--- src/rtl/mem_bus_arbiter_pkg.sv ---
// mem_bus_arbiter_pkg
//   Shared types for the RAM-port arbiter: RAM status encoding, arbiter
//   state, and the {is_data, core} grant word.
package mem_bus_arbiter_pkg;

  typedef enum logic [1:0] {
    FREE   = 2'd0,
    BUSY   = 2'd1,
    ACCESS = 2'd2,
    ERROR  = 2'd3
  } ramstate_t;

  typedef enum logic {
    IDLE  = 1'b0,
    GRANT = 1'b1
  } arb_state_t;

  typedef struct packed {
    logic is_data;
    logic core;
  } arb_grant_t;

endpackage

--- src/rtl/mem_bus_arbiter_prio_sel.sv ---
// arb_prio_sel
//   Combinational 4-way priority picker. Data requests always beat
//   instruction requests; within a class the core named by ptr goes first.
//   Ports:
//     dreq  - per-core data request (read or write)
//     ireq  - per-core instruction request
//     ptr   - round-robin pointer (core that is favoured in each class)
//     grant - winning {is_data, core}
//     valid - 1 when any request is present
module arb_prio_sel
  import mem_bus_arbiter_pkg::*;
(
  input  logic [1:0] dreq,
  input  logic [1:0] ireq,
  input  logic       ptr,
  output arb_grant_t grant,
  output logic       valid
);

  logic np;
  assign np = ~ptr;

  // NOTE: every output gets a default before the if-chain so no path
  // leaves a value unassigned and no latch is inferred.
  always_comb begin
    grant = '0;
    valid = 1'b0;
    if (dreq[ptr]) begin
      grant = '{is_data: 1'b1, core: ptr};
      valid = 1'b1;
    end else if (dreq[np]) begin
      grant = '{is_data: 1'b1, core: np};
      valid = 1'b1;
    end else if (ireq[ptr]) begin
      grant = '{is_data: 1'b0, core: ptr};
      valid = 1'b1;
    end else if (ireq[np]) begin
      grant = '{is_data: 1'b0, core: np};
      valid = 1'b1;
    end
  end

endmodule

--- src/rtl/mem_bus_arbiter.sv ---
// mem_bus_arbiter
//   Shares the single RAM port between icache0/1 and dcache0/1. In IDLE the
//   winner is latched into the grant register; in GRANT the RAM is driven
//   from that requester until ramstate reports ACCESS (completion, one-cycle
//   wait pulse) or the requester withdraws (silent abort).
//   Ports:
//     CLK, RST              - clock, synchronous active-high reset
//     iREN/iaddr            - per-core instruction read request/address
//     iwait/iload           - per-core instruction wait / read data
//     dREN/dWEN/daddr/dstore- per-core data request, address, write data
//     dwait/dload           - per-core data wait / read data
//     ramREN/ramWEN/ramaddr/ramstore/ramload/ramstate - RAM master port
//   Build option: define MEM_ARB_RR_EN for a round-robin pointer between
//   cores; otherwise the pointer is tied to 0 (fixed priority).
module mem_bus_arbiter
  import mem_bus_arbiter_pkg::*;
#(
  parameter int CORES = 2,
  parameter int AW    = 32,
  parameter int DW    = 32
) (
  input  logic                CLK,
  input  logic                RST,
  input  logic [CORES-1:0]    iREN,
  input  logic [CORES*AW-1:0] iaddr,
  output logic [CORES-1:0]    iwait,
  output logic [CORES*DW-1:0] iload,
  input  logic [CORES-1:0]    dREN,
  input  logic [CORES-1:0]    dWEN,
  input  logic [CORES*AW-1:0] daddr,
  input  logic [CORES*DW-1:0] dstore,
  output logic [CORES-1:0]    dwait,
  output logic [CORES*DW-1:0] dload,
  output logic                ramREN,
  output logic                ramWEN,
  output logic [AW-1:0]       ramaddr,
  output logic [DW-1:0]       ramstore,
  input  logic [DW-1:0]       ramload,
  input  logic [1:0]          ramstate
);

  arb_state_t state, next_state;
  arb_grant_t grant, next_grant, sel_grant;
  logic       sel_valid;
  logic       ptr;
  logic [1:0] dreq;
  logic       live, g_write, done;
  logic [AW-1:0] g_iaddr, g_daddr;
  logic [DW-1:0] g_dstore;

  assign dreq = dREN | dWEN;

  arb_prio_sel u_prio_sel (
    .dreq  (dreq),
    .ireq  (iREN),
    .ptr   (ptr),
    .grant (sel_grant),
    .valid (sel_valid)
  );

  // Granted requester's live request and operands.
  assign g_iaddr  = grant.core ? iaddr[2*AW-1:AW]   : iaddr[AW-1:0];
  assign g_daddr  = grant.core ? daddr[2*AW-1:AW]   : daddr[AW-1:0];
  assign g_dstore = grant.core ? dstore[2*DW-1:DW]  : dstore[DW-1:0];
  assign live     = grant.is_data ? dreq[grant.core] : iREN[grant.core];
  // A data requester raising both strobes is treated as a write.
  assign g_write  = grant.is_data & dWEN[grant.core];
  assign done     = (state == GRANT) && live && (ramstate == ACCESS);

`ifdef MEM_ARB_RR_EN
  always_ff @(posedge CLK) begin
    if (RST)       ptr <= 1'b0;
    else if (done) ptr <= ~ptr;
  end
`else
  assign ptr = 1'b0;
`endif

  // NOTE: state is updated with non-blocking assignments so every flop
  // samples the pre-edge value of its neighbours.
  always_ff @(posedge CLK) begin
    if (RST) begin
      state <= IDLE;
      grant <= '0;
    end else begin
      state <= next_state;
      grant <= next_grant;
    end
  end

  always_comb begin
    next_state = state;
    next_grant = grant;
    ramREN     = 1'b0;
    ramWEN     = 1'b0;
    ramaddr    = '0;
    ramstore   = '0;
    iwait      = '1;
    dwait      = '1;
    iload      = '0;
    dload      = '0;
    case (state)
      IDLE: begin
        if (sel_valid) begin
          next_grant = sel_grant;
          next_state = GRANT;
        end
      end
      GRANT: begin
        ramaddr = grant.is_data ? g_daddr : g_iaddr;
        if (!live) begin
          // Requester withdrew: abandon the transfer without a wait pulse.
          next_state = IDLE;
        end else begin
          ramWEN   = g_write;
          ramREN   = ~g_write;
          ramstore = g_write ? g_dstore : '0;
          // BUSY/FREE/ERROR simply hold here, re-issuing the same access.
          if (ramstate == ACCESS) begin
            next_state = IDLE;
            if (grant.is_data) begin
              dwait[grant.core] = 1'b0;
              if (grant.core) dload[2*DW-1:DW] = ramload;
              else            dload[DW-1:0]    = ramload;
            end else begin
              iwait[grant.core] = 1'b0;
              if (grant.core) iload[2*DW-1:DW] = ramload;
              else            iload[DW-1:0]    = ramload;
            end
          end
        end
      end
      default: next_state = IDLE;
    endcase
  end

endmodule

--- config.mk ---
export PLATFORM = sky130hd
export DESIGN_NAME = mem_bus_arbiter
export DESIGN_NICKNAME = d
export VERILOG_FILES = /design/src/rtl/mem_bus_arbiter_pkg.sv /design/src/rtl/mem_bus_arbiter_prio_sel.sv /design/src/rtl/mem_bus_arbiter.sv
export SDC_FILE = /design/constraint.sdc
export NUM_CORES = 1
export LEC_CHECK = 0
export CAP_MARGIN = 20
export CELL_PAD_IN_SITES_DETAIL_PLACEMENT = 0
export CELL_PAD_IN_SITES_GLOBAL_PLACEMENT = 2
export CORE_MARGIN = 8
export CORE_UTILIZATION = 10
export DETAILED_ROUTE_END_ITERATION = 8
export GPL_ROUTABILITY_DRIVEN = 0
export PLACE_DENSITY = 0.89
export SLEW_MARGIN = 20
export SYNTH_ARGS = -nofsm -noshare
export SYNTH_HDL_FRONTEND = slang
export SYNTH_SLANG_ARGS = --single-unit
--- constraint.sdc ---
create_clock -name CLK -period 2.08 [get_ports CLK]
set_input_delay 0.416 -clock CLK [delete_from_list [all_inputs] [get_ports CLK]]
set_output_delay 0.416 -clock CLK [all_outputs]
set_load 0.02 [all_outputs]
==> run metrics, run 1 <==
status complete, but fails checks; failing checks setup timing; VDD IR max 0.189 mV; cell family with most CP delay buffers and inverters; met3 Resource Use GR 4.93%; share of layout cells above drive strength 1 62.7%; Num CTS Buffers 3; drt via density 3.97; minimum clock period 2220 ps; fin. max-slew vios 0; P_sw 815 µW; cell internal pwr 1.48 mW; clk_skew 2.05 ps; Crit path largest cell delay 350 ps; post-route cell area 0.00930 mm²; worst slew pin tran 387 ps; worst hold path class flop to flop; final worst-path cycle share 107%; crit path max-delay cell type dfxtp_4; GRT met2 Usage 27.5%; synthesized instance count 332; largest net degree at the start of global routing 39; first-pass GRT wire length 34.7 mm; Reg clk slew, reported paths 30 ps; GRT Overall Usage 14.7%; Post-Route WL 25.2 mm; clk buf depth 2; Synth Cell Area 0.00258 mm²; PwrDens 246 mW/mm²; Post-synth top flop dfxtp_1; syn_nets 566; initial antenna violation count 3; Post-DP HPWL 17.5 mm; initial DRC count 107; Critical Path RT 1660 ps; die area 0.0312 mm²; DP Area 0.00748 mm²; met1 GRT Util 15.9%; Core Area 0.0257 mm²; Die Span X 177 µm; crit path cell chain buf_12 > buf_6 > nor4_4 > buf_4 > buf_8 > buf_6 > and2_4 > buf_6; highest clock rate 0.451 GHz; Non-Filler Instances 1180; hold violation count in the final report 0; leading cell types in the layout, fill and taps excluded 222 x clkdlybuf4s50_1, 178 x buf_6, 128 x and2_4; worst path bufs/invs 6; syn avg cell area 7.78 µm²; sequential fraction of the synthesis area 2.32%; Startpoint Class flop; synth unique cells 32; boundary pin count 432; clock sinks 3; via count 4680; Switching Share 35.6%; GRT Max-Usage Layer met2; Crit path top cell by count buf_6; sequential fraction of design power 3.6%; Max-slew headroom 74.2%; clock latency on the worst-skew pair 220 ps; First-pass DRT Iterations 4; vias in the first global route 5110; Worst setup EP type output port; DR WL/cell 21.4 µm; worst slack at placement -792 ps; # port buffers 431; Async SR Flop Fraction 0%; H-Tree Depth 1; grt total ovfl 0; std cell rows 59; nets 1079; critical path class flop to output port; die span in y 177 µm; Max Cap Violations 0; Antenna Nets Post-Route 0; Ys Warns 0; CTS tree yes; Hold-fix buffers, CTS 0; Root Buffer clkbuf_16; Final Setup Violations 93; EDFF count, synth 0; Clock Power Share 13.3%; dpl cells 1090; Combinational Power Share 83.1%; leading cell type in the layout, fill and taps excluded clkdlybuf4s50_1; Leak 3.98 nW; Area Overhead vs Synth 260%; CP Max Fanout 6; RSZ-0062 raised after global routing true; number of remaining DRC errors 0; Initial Util 10.1%; Final Worst Setup Slack -137 ps; number of synthesized register bits 3; crit path DAT 1800 ps
[power groups by stage]
stage / Sequential (mW) / Combinational (mW) / Clock, mW
floorplan: 0.0707 / 0.647 / 0
global placement: 0.0819 / 1.55 / 0
detailed placement: 0.0815 / 1.56 / 0
CTS: 0.0854 / 1.87 / 0.310
global route: 0.0846 / 2.02 / 0.315
finish: 0.0834 / 1.90 / 0.304
[cell families after synthesis]
family / share of synthesized area, %
flip-flops: 2.32
AND/OR/NAND/NOR: 49.0
buffers and inverters: 8.18
AO/OA/AOI/OAI: 12.2
multiplexers: 28.3
[cell type report]
cell class | instances | area [µm²]
Sequential cell | 3 | 71.3
Antenna cell | 1 | 2.50
Fill cell | 2571 | 16400
Clock buffer | 4 | 78.8
Timing Repair Buffer | 544 | 5840
Tap cell | 335 | 419
Inverter | 6 | 27.5
Multi-Input combinational cell | 287 | 2860
[per-layer routing]
layer	vias to the layer above	share of wire (%)
met5	-	0.11
met1	2222	37
li1	2184	-
met2	253	52
met4	4	0.84
met3	17	9.4
[final timing paths]
| check | start | end | slack (ps) | cells after the start |
|---|---|---|---|---|
| max | grant[0]$_SDFFE_PP0P_ | dload[3] | -140 | 8 |
| min | grant[0]$_SDFFE_PP0P_ | grant[0]$_SDFFE_PP0P_ | 700 | 2 |
| max reg2reg | state$_SDFF_PP0_ | state$_SDFF_PP0_ | 450 | 4 |
| min reg2reg | grant[0]$_SDFFE_PP0P_ | grant[0]$_SDFFE_PP0P_ | 700 | 2 |
[timing repair]
item                        CTS  global route
gates cloned                 18             4
setup endpoints to repair   198           192
resized for setup          1198           211
pin swaps                    10            12
buffers inserted             66            17
[state kept, by name (all words and copies together), names as in the netlist]
name and cells:
state 1, grant 2
[worst min-delay path, cell delays in order (launching register included)]
cell and delay [ps]:
dfxtp_4 370, buf_12 120, o221a_2 180
[cell usage after synthesis (3+ instances only)]
library cell,number,share of area [%]
a22oi_1,32,9.3
and2_1,161,39
buf_2,10,1.9
buf_6,4,1.7
clkbuf_1,14,2.0
clkbuf_2,6,1.2
dfxtp_1,3,2.3
inv_1,6,0.87
mux4_2,32,28
nor2_1,39,5.7
[per-stage QoR]
step | setup TNS [ps] | hold WS, ps | total power [mW] | util (%)
floorplan | 0 | 485 | 0.718 | -
global placement | -123570 | 800 | 1.63 | 29.1
detailed placement | -125870 | 803 | 1.64 | 29.1
CTS | -12700 | 738 | 2.26 | 34.5
global route | -13700 | 726 | 2.42 | 36.2
finish | -5370 | 705 | 2.29 | 36.2
Power figures use the tool's default switching activity.
==> run 2, diff against run 1 <==
- TNS_END_PERCENT: default -> 5
==> run 2 against run 1 <==
- core utilization down 5.6 points
- sequential share of layout area grew 0.14 points
- largest cell class unchanged
- clock skew about the same
- design area decreased by 16%
- first-iteration DRC count rose by 11%
- hold slack improved by 31 ps
- the run still ends with setup timing left
- via count decreased by 8.2%
- critical path depth shrank 3
- sequential power shrank 2%
- non-clock buffer count fell by 58
==> run metrics, run 2 (synthesis results as in run 1) <==
worst slew pin tran 394 ps; largest net degree at the start of global routing 39; PwrDens 251 mW/mm²; die area 0.0312 mm²; RR Endpoint state$_SDFF_PP0_; clk_skew 2.54 ps; worst slack at placement -792 ps; # port buffers 431; Reg-to-Reg Start state$_SDFF_PP0_; critical path class flop to output port; grt total ovfl 0; highest clock rate 0.472 GHz; clk buf depth 2; Max-slew headroom 73.7%; Final Setup Violations 20; boundary pin count 432; leading cell type in the layout, fill and taps excluded clkdlybuf4s50_1; failing checks setup timing; Initial Util 10.1%; Leak 3.44 nW; Die Span X 177 µm; VDD IR max 0.182 mV; initial DRC count 119; Biggest register grant; number of remaining DRC errors 0; Fillers 2725; fin. max-slew vios 0; crit path DAT 1700 ps; minimum clock period 2120 ps; RSZ-0062 raised after global routing true; Startpoint Class flop; DP Area 0.00748 mm²; Area Overhead vs Synth 204%; clock sinks 3; DR WL/cell 19.8 µm; hold violation count in the final report 0; CP Max Fanout 13; Post-Route WL 22.2 mm; Antenna Nets Post-Route 0; H-Tree Depth 1; Max Cap Violations 0; first-pass GRT wire length 30.2 mm; Setup crit start grant[0]$_SDFFE_PP0P_; Critical Path RT 1660 ps; Post-DP HPWL 17.5 mm; status complete, but fails checks; Hold Slack 736 ps; Antenna Diode Count 0; Core Area 0.0257 mm²; worst hold path class input port to flop; Num CTS Buffers 3; die span in y 177 µm; Largest regs grant: 2 flops, state: 1 flops; Reg clk slew, reported paths 30 ps; nets 1021; Final Worst Setup Slack -37.4 ps; worst r2r path cells 4; clock latency on the worst-skew pair 220 ps; CTS tree yes; drt via density 3.83; leading cell types in the layout, fill and taps excluded 221 x clkdlybuf4s50_1, 115 x and2_1, 97 x buf_6; GRT Overall Usage 12.6%; via count 4297; post-route cell area 0.00786 mm²; Root Buffer clkbuf_16; worst setup path endpoint ramaddr[4]; First-pass DRT Iterations 4; Worst setup EP type output port; Power, Total 1.97 mW; std cell rows 59; final worst-path cycle share 102%; initial antenna violation count 3; number of flip-flops under the largest register name 2; vias in the first global route 4524; flop2flop setup slack 580 ps; share of layout cells above drive strength 1 44.8%
run 2: cell count changes in the layout (fill, tap and decap cells not counted), moves of 3 or more:
cell / delta
buf_2: +23
dlymetal6s2s_1: +4
buf_8: -14
buf_6: -81
a22oi_2: -32
and2_4: -82
a22oi_1: +32
and2_1: +82
buf_12: -7
buf_4: +24
buf_16: -3
run 2: where the power goes:
part           switching, mW  total [mW]  internal, mW
Combinational          0.641        1.59         0.944
Sequential            0.0142      0.0815        0.0673
Clock                 0.0509       0.304         0.253
Total                  0.706        1.97          1.26
run 2: timing repair:
item / CTS / global route
setup endpoints to repair: 198 / 183
pin swaps: 3 / 4
hold buffers: 0 / 0
gates cloned: 5 / 3
gates resized for setup: 966 / 162
setup buffers: 5 / 15
run 2: critical path: stages (launching register included):
cell and delay (ps):
dfxtp_4 380, buf_12 150, buf_4 110, mux4_2 480
and2_1 190, buf_2 160
run 2: worst min path at each step:
| stage | startpoint | endpoint | depth (start not counted) |
|---|---|---|---|
| CTS | grant[0]$_SDFFE_PP0P_ | grant[0]$_SDFFE_PP0P_ | 2 |
| detailed placement | grant[0]$_SDFFE_PP0P_ | grant[0]$_SDFFE_PP0P_ | 2 |
| global route | dWEN[0] | grant[1]$_SDFFE_PP0P_ | 4 |
| global placement | grant[0]$_SDFFE_PP0P_ | grant[0]$_SDFFE_PP0P_ | 2 |
| floorplan | RST | grant[1]$_SDFFE_PP0P_ | 1 |
| finish | iREN[0] | grant[1]$_SDFFE_PP0P_ | 5 |
run 2: final cells by class:
type / instances / area (µm²) / area share (%)
clock buffers: 4 / 78.8 / 1.00
inverters: 6 / 22.5 / 0.287
multi-input cells: 287 / 2480 / 31.5
flip-flops and latches: 3 / 71.3 / 0.908
well taps: 335 / 419 / 5.34
repair buffers: 486 / 4790 / 60.9
run 2: per-stage QoR:
step | util (%) | setup TNS [ps] | instances
after global routing | 30.6 | -5410 | 1121
after global placement | 29.1 | -123570 | 1090
after floorplan | - | 0 | 332
after CTS | 28.2 | -3310 | 1104
final | 30.6 | -180 | 1121
after detailed placement | 29.1 | -125870 | 1090
run 2: routing by layer:
| layer | GRT usage (%) | routed length [µm] | part of all wire [%] | up-vias |
|---|---|---|---|---|
| li1 | - | - | - | 2063 |
| met1 | 13.3 | 8200 | 37 | 1992 |
| met2 | 24.0 | 11700 | 52 | 226 |
| met3 | 4.46 | 2200 | 9.9 | 10 |
| met4 | 1.51 | 123 | 0.55 | 6 |
| met5 | 0 | 35 | 0.16 | - |
==> run 3, diff against run 2 <==
- CORE_AREA: default -> 2 2 169 171
- CORE_MARGIN: 8 -> default
- CORE_UTILIZATION: 10 -> default
- DIE_AREA: default -> 0 0 171 173
- PLACE_DENSITY: 0.89 -> 0.84
==> run 3 against run 2 <==
- the run still ends with setup timing left
- clock skew fell by 1.8 ps
- sequential share of layout area barely moved
- final cell count rose by 2.3%
- first-iteration DRC count rose by 21%
- critical endpoint is now ramaddr[23]
- hold slack got worse by 110 ps
- flip-flop and latch count did not move
- highest routed layer is now met4
- maximum frequency fell by 5.2%
- worst setup slack got worse by 120 ps
- routed wire length fell by 8.6%
- via count fell by 0.44%
- die area fell by 5.3%
==> run metrics, run 3 (synthesis results as in run 1) <==
leading cell types in the layout, fill and taps excluded 221 x clkdlybuf4s50_1, 94 x and2_1, 93 x buf_6; highest clock rate 0.448 GHz; Post-DP HPWL 15.5 mm; Hold-fix buffers, CTS 0; std cell rows 61; Die Span X 171 µm; RR Endpoint state$_SDFF_PP0_; PwrDens 253 mW/mm²; critical path class flop to output port; DR WL/cell 17.7 µm; final worst-path cycle share 107%; via count 4278; boundary pin count 432; Reg-to-Reg Start grant[0]$_SDFFE_PP0P_; die area 0.0296 mm²; First-pass DRT Iterations 5; Critical Path RT 1660 ps; Core Area 0.0276 mm²; register area 66.3 µm²; multi-input logic area 0.00253 mm²; clk_skew 0.775 ps; worst min-delay path startpoint ramstate[1]; RSZ-0062 raised after global routing true; GRT Overall Usage 11.9%; crit path max-delay cell type mux4_2; largest net degree at the start of global routing 39; Power, Total 1.95 mW; fin. max-slew vios 0; crit path cell chain buf_12 > mux4_2 > and2_1 > clkdlybuf4s15_2; Num CTS Buffers 3; drt via density 3.73; Fillers 3014; Area Overhead vs Synth 198%; number of flip-flops under the largest register name 2; Leak 3.31 nW; Endpoint, Worst Hold state$_SDFF_PP0_; VDD IR max 0.236 mV; initial antenna violation count 2; H-Tree Depth 1; hold path cells 4; Hold Slack 629 ps; die span in y 173 µm; crit path DAT 1820 ps; initial DRC count 144; status complete, but fails checks; number of remaining DRC errors 0; Final Setup Violations 33; failing checks setup timing; Worst setup EP type output port; nets 1003; Reg clk slew, reported paths 30 ps; share of layout cells above drive strength 1 46.4%; Startpoint Class flop; Antenna Nets Post-Route 0; first-pass GRT wire length 27.0 mm; flop2flop setup slack 410 ps; clk buf depth 2; # port buffers 431; Crit path largest cell delay 530 ps; Final Worst Setup Slack -153 ps; worst r2r path cells 6; Root Buffer clkbuf_16; Initial Util 9.35%; worst hold path class input port to flop; Post-Route WL 20.3 mm; clock sinks 3; leading cell type in the layout, fill and taps excluded clkdlybuf4s50_1; Max Cap Violations 0; CP Max Fanout 13; CTS tree yes; Max-slew headroom 73.7%; hold violation count in the final report 0; vias in the first global route 4397; worst slew pin tran 395 ps; Biggest register grant; clock latency on the worst-skew pair 220 ps; grt total ovfl 0; minimum clock period 2230 ps; Largest regs grant: 2 flops, state: 1 flops
==> run 3: cell types whose count changed in the layout (fill, tap and decap cells not counted), moves of 4 or more <==
cell             before  now
and2_1              115   94
buf_2                45   53
buf_4                91   65
buf_6                97   93
clkdlybuf4s15_2       0    7
dlymetal6s2s_1        5    1
dlygate4sd2_1         4    8
and2_4               46   67
buf_12               13    9
==> run 3: per-stage QoR <==
stage / util, % / worst slack, ps / instances / TNS, ps / instance area, µm²
after floorplan: - / 265 / 332 / 0 / 2580
final: 27.8 / -153 / 1147 / -1030 / 7690
after CTS: 25.9 / -203 / 1141 / -11140 / 7150
after global placement: 27.1 / -775 / 1131 / -125500 / 7490
after detailed placement: 27.1 / -791 / 1131 / -126800 / 7490
after global routing: 27.8 / -213 / 1146 / -11450 / 7690
==> run 3: cell type report <==
class / instances / area share, %
multi-input cells: 287 / 32.9
well taps: 378 / 6.15
flip-flops and latches: 3 / 0.862
diodes: 1 / 0.0325
inverters: 6 / 0.293
repair buffers: 468 / 58.7
clock buffers: 4 / 1.03
==> run 3: where the power goes <==
part           internal [mW]  switching [mW]
clock network          0.253          0.0504
logic                  0.916           0.643
registers             0.0672          0.0164
==> run 3: worst max-delay path by stage <==
stage	start	to	slack, ps	depth (start not counted)
after floorplan	ramstate[1]	iload[23]	270	4
after global placement	ramstate[1]	iload[55]	-780	6
after detailed placement	ramstate[1]	iload[55]	-790	6
after CTS	state$_SDFF_PP0_	iload[0]	-200	5
after global routing	grant[0]$_SDFFE_PP0P_	ramaddr[23]	-210	4
final	grant[0]$_SDFFE_PP0P_	ramaddr[23]	-150	4
==> run 3: critical path: cells and delay by family, from the launching register on <==
kind | cells | cell delay, ps
muxes | 1 | 530
buffers and inverters | 2 | 450
DFF | 1 | 430
and+or+nand+nor | 1 | 170
==> run 3: metal layers <==
layer  track usage, %  part of all wire [%]  vias to the layer above
met4             1.62                  0.94                        0
met1             13.0                    38                     1993
met3             2.49                   8.4                       12
li1                 -                     -                     2031
met5                0                     0                        -
met2             23.5                    53                      242
==> run 3: repair_timing <==
action / CTS / global route
endpoints found under the setup margin: 198 / 196
cloned: 3 / 4
pin swaps: 7 / 5
buffers inserted: 3 / 3
resized for setup: 853 / 255
